<file path="src/rtl/uart_pkg.sv">
// Shared types and constants for the UART transmit path: parity modes, FSM states
// and the parity helper.
package uart_pkg;

  localparam int unsigned ParityNone = 0;
  localparam int unsigned ParityOdd  = 1;
  localparam int unsigned ParityEven = 2;

  typedef enum logic [2:0] {
    StIdle,
    StStart,
    StData,
    StParity,
    StStop
  } tx_state_e;

  // Payload must be zero-extended; unused upper bits then leave the XOR unchanged.
  function automatic logic calc_parity(input logic [7:0] payload, input int unsigned mode);
    return (mode == ParityOdd) ? ~^payload : ^payload;
  endfunction

endpackage

</file>
<file path="src/rtl/uart_fifo.sv">
// Synchronous FIFO with wrapping pointers; pushes are refused when full and pops when empty.
module uart_fifo #(
  parameter int unsigned WIDTH = 8,
  parameter int unsigned DEPTH = 8
) (
  input  logic                     clk,
  input  logic                     rst,
  input  logic                     push,
  input  logic [WIDTH-1:0]         wdata,
  input  logic                     pop,
  output logic [WIDTH-1:0]         rdata,
  output logic                     full,
  output logic                     empty,
  output logic [$clog2(DEPTH):0]   count
);

  localparam int unsigned PtrW = $clog2(DEPTH);
  localparam int unsigned CntW = PtrW + 1;
  localparam logic [CntW-1:0] FullCount = CntW'(DEPTH);

  logic [WIDTH-1:0] mem_q [DEPTH];
  logic [PtrW-1:0]  wr_ptr_q, rd_ptr_q;
  logic [CntW-1:0]  count_q;
  logic             do_push, do_pop;

  assign full    = (count_q == FullCount);
  assign empty   = (count_q == '0);
  assign do_push = push & ~full;
  assign do_pop  = pop & ~empty;
  assign rdata   = mem_q[rd_ptr_q];
  assign count   = count_q;

  always_ff @(posedge clk) begin
    if (rst) begin
      wr_ptr_q <= '0;
      rd_ptr_q <= '0;
      count_q  <= '0;
    end else begin
      if (do_push) wr_ptr_q <= wr_ptr_q + 1'b1;
      if (do_pop)  rd_ptr_q <= rd_ptr_q + 1'b1;
      case ({do_push, do_pop})
        2'b10:   count_q <= count_q + 1'b1;
        2'b01:   count_q <= count_q - 1'b1;
        default: count_q <= count_q;
      endcase
    end
  end

  always_ff @(posedge clk) begin
    if (do_push) mem_q[wr_ptr_q] <= wdata;
  end

endmodule

</file>
<file path="src/rtl/uart_tx_fifo.sv">
// UART transmitter fed by a character FIFO; frames are sent back-to-back while the
// queue is non-empty.
module uart_tx_fifo
  import uart_pkg::*;
#(
  parameter int unsigned CLOCK_FREQ = 125_000_000,
  parameter int unsigned BAUD_RATE  = 115_200,
  parameter int unsigned DATA_BITS  = 8,
  parameter int unsigned PARITY     = 0,
  parameter int unsigned STOP_BITS  = 1,
  parameter int unsigned FIFO_DEPTH = 8
) (
  input  logic                          clk,
  input  logic                          rst,
  input  logic [DATA_BITS-1:0]          data_in,
  input  logic                          data_in_valid,
  output logic                          data_in_ready,
  output logic                          serial_out,
  output logic                          tx_busy,
  output logic [$clog2(FIFO_DEPTH):0]   fifo_count
);

  localparam int unsigned BitCycles = CLOCK_FREQ / BAUD_RATE;
  localparam int unsigned BaudW     = $clog2(BitCycles);
  localparam logic [BaudW-1:0] BaudLast = BaudW'(BitCycles - 1);
  localparam logic [2:0] DataLast = 3'(DATA_BITS - 1);
  localparam logic [2:0] StopLast = 3'(STOP_BITS - 1);

  if (DATA_BITS < 5 || DATA_BITS > 8) begin : g_bad_data_bits
    $fatal(1, "uart_tx_fifo: DATA_BITS must be in 5..8");
  end
  if (PARITY > ParityEven) begin : g_bad_parity
    $fatal(1, "uart_tx_fifo: PARITY must be 0, 1 or 2");
  end
  if (STOP_BITS < 1 || STOP_BITS > 2) begin : g_bad_stop_bits
    $fatal(1, "uart_tx_fifo: STOP_BITS must be 1 or 2");
  end
  if (FIFO_DEPTH < 2 || (FIFO_DEPTH & (FIFO_DEPTH - 1)) != 0) begin : g_bad_depth
    $fatal(1, "uart_tx_fifo: FIFO_DEPTH must be a power of two, at least 2");
  end
  if (BitCycles < 2) begin : g_bad_baud
    $fatal(1, "uart_tx_fifo: CLOCK_FREQ/BAUD_RATE must be at least 2");
  end

  tx_state_e            state_q, state_d;
  logic [BaudW-1:0]     baud_q, baud_d;
  logic [2:0]           idx_q, idx_d;
  logic [DATA_BITS-1:0] shift_q, shift_d;
  logic                 parity_q, parity_d;
  logic                 line_q, line_d;
  logic                 bit_done;

  logic                 fifo_push, fifo_pop, fifo_full, fifo_empty;
  logic [DATA_BITS-1:0] fifo_rdata;

  assign data_in_ready = ~fifo_full;
  assign fifo_push     = data_in_valid & data_in_ready;
  assign bit_done      = (baud_q == BaudLast);
  assign serial_out    = line_q;
  assign tx_busy       = (state_q != StIdle);

  uart_fifo #(
    .WIDTH (DATA_BITS),
    .DEPTH (FIFO_DEPTH)
  ) u_fifo (
    .clk   (clk),
    .rst   (rst),
    .push  (fifo_push),
    .wdata (data_in),
    .pop   (fifo_pop),
    .rdata (fifo_rdata),
    .full  (fifo_full),
    .empty (fifo_empty),
    .count (fifo_count)
  );

  always_comb begin
    state_d  = state_q;
    baud_d   = baud_q;
    idx_d    = idx_q;
    shift_d  = shift_q;
    parity_d = parity_q;
    line_d   = line_q;
    fifo_pop = 1'b0;

    if (state_q != StIdle) baud_d = bit_done ? '0 : baud_q + 1'b1;

    unique case (state_q)
      StIdle: begin
        line_d = 1'b1;
        if (!fifo_empty) fifo_pop = 1'b1;
      end
      StStart: begin
        if (bit_done) begin
          state_d = StData;
          idx_d   = '0;
          line_d  = shift_q[0];
        end
      end
      StData: begin
        if (bit_done) begin
          if (idx_q == DataLast) begin
            if (PARITY != ParityNone) begin
              state_d = StParity;
              line_d  = parity_q;
            end else begin
              state_d = StStop;
              idx_d   = '0;
              line_d  = 1'b1;
            end
          end else begin
            idx_d   = idx_q + 1'b1;
            shift_d = shift_q >> 1;
            line_d  = shift_q[1];
          end
        end
      end
      StParity: begin
        if (bit_done) begin
          state_d = StStop;
          idx_d   = '0;
          line_d  = 1'b1;
        end
      end
      StStop: begin
        if (bit_done) begin
          if (idx_q == StopLast) begin
            if (!fifo_empty) begin
              fifo_pop = 1'b1;
            end else begin
              state_d = StIdle;
              line_d  = 1'b1;
            end
          end else begin
            idx_d = idx_q + 1'b1;
          end
        end
      end
      default: state_d = StIdle;
    endcase

    // A pop always launches a new frame, whether from idle or straight out of a stop bit.
    if (fifo_pop) begin
      state_d  = StStart;
      baud_d   = '0;
      line_d   = 1'b0;
      shift_d  = fifo_rdata;
      parity_d = calc_parity(8'(fifo_rdata), PARITY);
    end
  end

  always_ff @(posedge clk) begin
    if (rst) begin
      state_q  <= StIdle;
      baud_q   <= '0;
      idx_q    <= '0;
      shift_q  <= '0;
      parity_q <= 1'b0;
      line_q   <= 1'b1;
    end else begin
      state_q  <= state_d;
      baud_q   <= baud_d;
      idx_q    <= idx_d;
      shift_q  <= shift_d;
      parity_q <= parity_d;
      line_q   <= line_d;
    end
  end

endmodule
</file>
<file path="config.mk">
export PLATFORM = sky130hd
export DESIGN_NAME = uart_tx_fifo
export DESIGN_NICKNAME = d
export VERILOG_FILES = /design/src/rtl/uart_pkg.sv /design/src/rtl/uart_fifo.sv /design/src/rtl/uart_tx_fifo.sv
export SDC_FILE = /design/constraint.sdc
export NUM_CORES = 1
export LEC_CHECK = 0
export ABC_AREA = 1
export CAP_MARGIN = 30
export CORE_ASPECT_RATIO = 0.8
export CORE_UTILIZATION = 50
export CTS_CLUSTER_SIZE = 12
export DETAILED_ROUTE_END_ITERATION = 10
export PLACE_DENSITY = 0.76
export SLEW_MARGIN = 20
export SYNTH_ARGS = -nofsm -noshare
export SYNTH_HDL_FRONTEND = slang
export SYNTH_SLANG_ARGS = --single-unit
export TNS_END_PERCENT = 20
</file>
<file path="constraint.sdc">
create_clock -name clk -period 4.7 [get_ports clk]
set_clock_uncertainty 0.1 [all_clocks]
set_input_delay 0.705 -clock clk [delete_from_list [all_inputs] [get_ports clk]]
set_output_delay 0.705 -clock clk [all_outputs]
set_load 0.01 [all_outputs]
</file>
==> flow_summary.ini <==
[cts]
cts_buffer_depth = 2
cts_setup_buffers = 0
cts_buffers = 9
ctsRootBufferMaster = clkbuf_16
insertion_delay_ps = 350
cts_htree_levels = 3
cts_resized = 0
cts_hold_buffers = 0
cts_tree = yes
clkTransAtPathRegs_ps = 70
cts.sinks = 103

[synth]
synthCells = 493
synth_seq_area_share = 0.578
ys_ff_latch = 103
synth-edff-count = 64
synth_top_area_share = 0.411
netlist_top_cells_area = edfxtp_1, dfxtp_1, nand2_1
async_flop_share = 0
synth_cell_type_count = 39
syn_area_mm2 = 0.00468
synth_nets = 514
synth_area_leader_cell = edfxtp_1
avgSynthCellArea_um2 = 9.49
synth_ff_type = edfxtp_1
yosysWarnings = 0

[power]
intPower_mw = 1.82
p_leak_nw = 2.05
power_switching_mw = 1.08
power_density_mw_per_mm2 = 553
sw_frac_of_total = 0.372
p_clk_frac = 0.262
peakVddDrop_mv = 0.315
power_frac_comb = 0.343
pwr-share-seq = 0.395

[drt]
drc = 0
vias = 3468
post_drt_wl_per_cell_um = 15.3
dr.pass1.iters = 5
wl_um = 9630
viasPerCell = 5.51
drtIter0Drc = 350
detail-route-antenna-nets = 0

[global_route]
globalRoute.totalOverflow = 0
globalRouteTotalUtil = 0.215
antenna_found_initial = 0
grt_pass1_vias = 3214
grt_pass1_wl_um = 15400
grt_max_degree = 34

[sta]
relSlewSlack = 0.388
rsz0062_at_grt = false
period_needed_ps = 2910
fin_crit_sh = 0.620
finalSetupTns_ps = 0
worst_slew_pin_slew_ps = 917
drv_slew = 0
final-hold-violation-count = 0
setup_viol = 0
max_freq_mhz = 343

[die]
start_util = 0.515
rows = 31
dieArea_mm2 = 0.00975
coreArea_mm2 = 0.00908
ios = 18
fp.dieH_um = 88.5
fp.dieW_um = 110

[place]
dp_hpwl_um = 6260
place.port_buffers = 17
placedInstanceArea_mm2 = 0.00492
gp_congestion = 0.865

[status]
status = finished clean

[finish]
drive_above_1_share = 0.0875
antenna_cells = 0
final_area_mm2 = 0.00524
nets = 530
syn_to_final_growth_pct = 12.0

[worst_setup_path]
critical_path_class = reg -> reg
crit_slowest_cell = dfxtp_1
crit_chain = inv_1 -> ha_1 -> inv_1 -> nor2_1 -> nand4_4 -> nand2_4 -> nand3_4 -> clkinv_4 -> ha_1 -> xor2_1 -> ha_1 -> a21oi_1 -> xnor2_1 -> o21ai_0 -> inv_1
critPathMaxFanout = 16
worstPathArrival_ps = 3070
setup.worst_path.end_class = flop
path_buf_inv = 4
critical_path.startpoint_type = flop
cp.required_ps = 4850
path_delay_family = simple AND/OR/NAND/NOR gates
cpPeakStageDelay_ps = 350

[run]
cap_violations = 0

[min_path]
hp-class = reg -> reg
kinds of logic (layout without fill, tap and decap cells):
family,after synthesis,count (layout),synth area share
DFF,103,103,0.578
and+or+nand+nor,234,234,0.233
xor gates and xnor gates,8,8,0.0150
buffers and inverters,54,75,0.0495
AOI/OAI and AO/OA,84,84,0.0979
adders and majority gates,10,10,0.0268
power by group through the flow:
stage,logic (mW),clock network [mW],registers (mW)
3_3_place_gp,0.947,0,1.16
5_1_grt,1.11,0.801,1.16
6_report,0.992,0.759,1.14
3_5_place_dp,0.976,0,1.16
2_1_floorplan,0.788,0,1.14
4_1_cts,0.987,0.766,1.14
registers in the layout (all words and copies together) (netlist names), named ones only:
name             flops
state_q              3
shift_q              8
serial_out           1
u_fifo.wr_ptr_q      3
u_fifo.count         4
idx_q                3
baud_q              11
u_fifo.rd_ptr_q      3
u_fifo.mem_q        64
worst reg2reg max path, stage by stage (launching register included):
cell	delay (ps)
dfxtp_1	350
inv_1	110
ha_1	190
inv_1	60
nor2_1	230
nand4_4	180
nand2_4	110
nand3_4	200
clkinv_4	200
ha_1	230
xor2_1	270
ha_1	210
a21oi_1	50
xnor2_1	130
o21ai_0	140
inv_1	50
cell usage in the layout (no fill, tap or decap), drive strengths merged:
cell type,count
a211oi,1
a21o,1
a21oi,21
and2,1
buf,2
clkbuf,11
clkdlybuf4s50,17
clkinv,2
dfxtp,39
edfxtp,64
ha,10
inv,43
nand2,94
nand3,35
nand3b,3
nand4,7
nor2,86
nor3,6
nor3b,1
nor4,1
o211ai,1
o21ai,44
o22a,1
o22ai,15
xnor2,2
xor2,6
cell type report:
| class | count | area (um^2) |
|---|---|---|
| Sequential cell | 103 | 2700 |
| Tap cell | 115 | 144 |
| Timing Repair Buffer | 19 | 185 |
| Clock inverter | 5 | 42.5 |
| Inverter | 40 | 155 |
| Fill cell | 772 | 3840 |
| Clock buffer | 11 | 264 |
| Multi-Input combinational cell | 336 | 1740 |
cells in the mapped netlist, drive strengths merged, types with 6 or more instances:
library cell / count
nand2: 94
nor2: 86
edfxtp: 64
o21ai: 44
dfxtp: 39
inv: 39
nand3: 35
a21oi: 21
o22ai: 15
clkbuf: 10
ha: 10
nand4: 7
nor3: 6
xor2: 6
path summary, 6_finish.rpt:
kind | endpoint | slack, ps | depth (start not counted) | startpoint
worst max-delay path | u_fifo.count[2] | 1790 | 15 | baud_q[0]
worst min-delay path | serial_out | 380 | 2 | serial_out
worst min register to register | serial_out | 380 | 2 | serial_out
worst max register to register | u_fifo.count[2] | 1790 | 15 | baud_q[0]
through the flow:
step	power [mW]	hold slack [ps]	setup WS (ps)	util	instances
finish	2.89	376	1790	0.577	629
global route	3.07	409	1500	0.577	629
CTS	2.89	377	1800	0.576	628
detailed placement	2.14	361	1800	0.542	612
global placement	2.10	355	1970	0.542	612
floorplan	1.93	348	2170	-	493
metal layers:
| layer | wire [um] | up-vias | global-route usage |
|---|---|---|---|
| met1 | 4280 | 1620 | 0.293 |
| met4 | 158 | 0 | 0.0801 |
| li1 | - | 1705 | - |
| met5 | 0 | - | 0 |
| met3 | 622 | 16 | 0.0560 |
| met2 | 4560 | 127 | 0.335 |
Power figures use the tool's default switching activity.
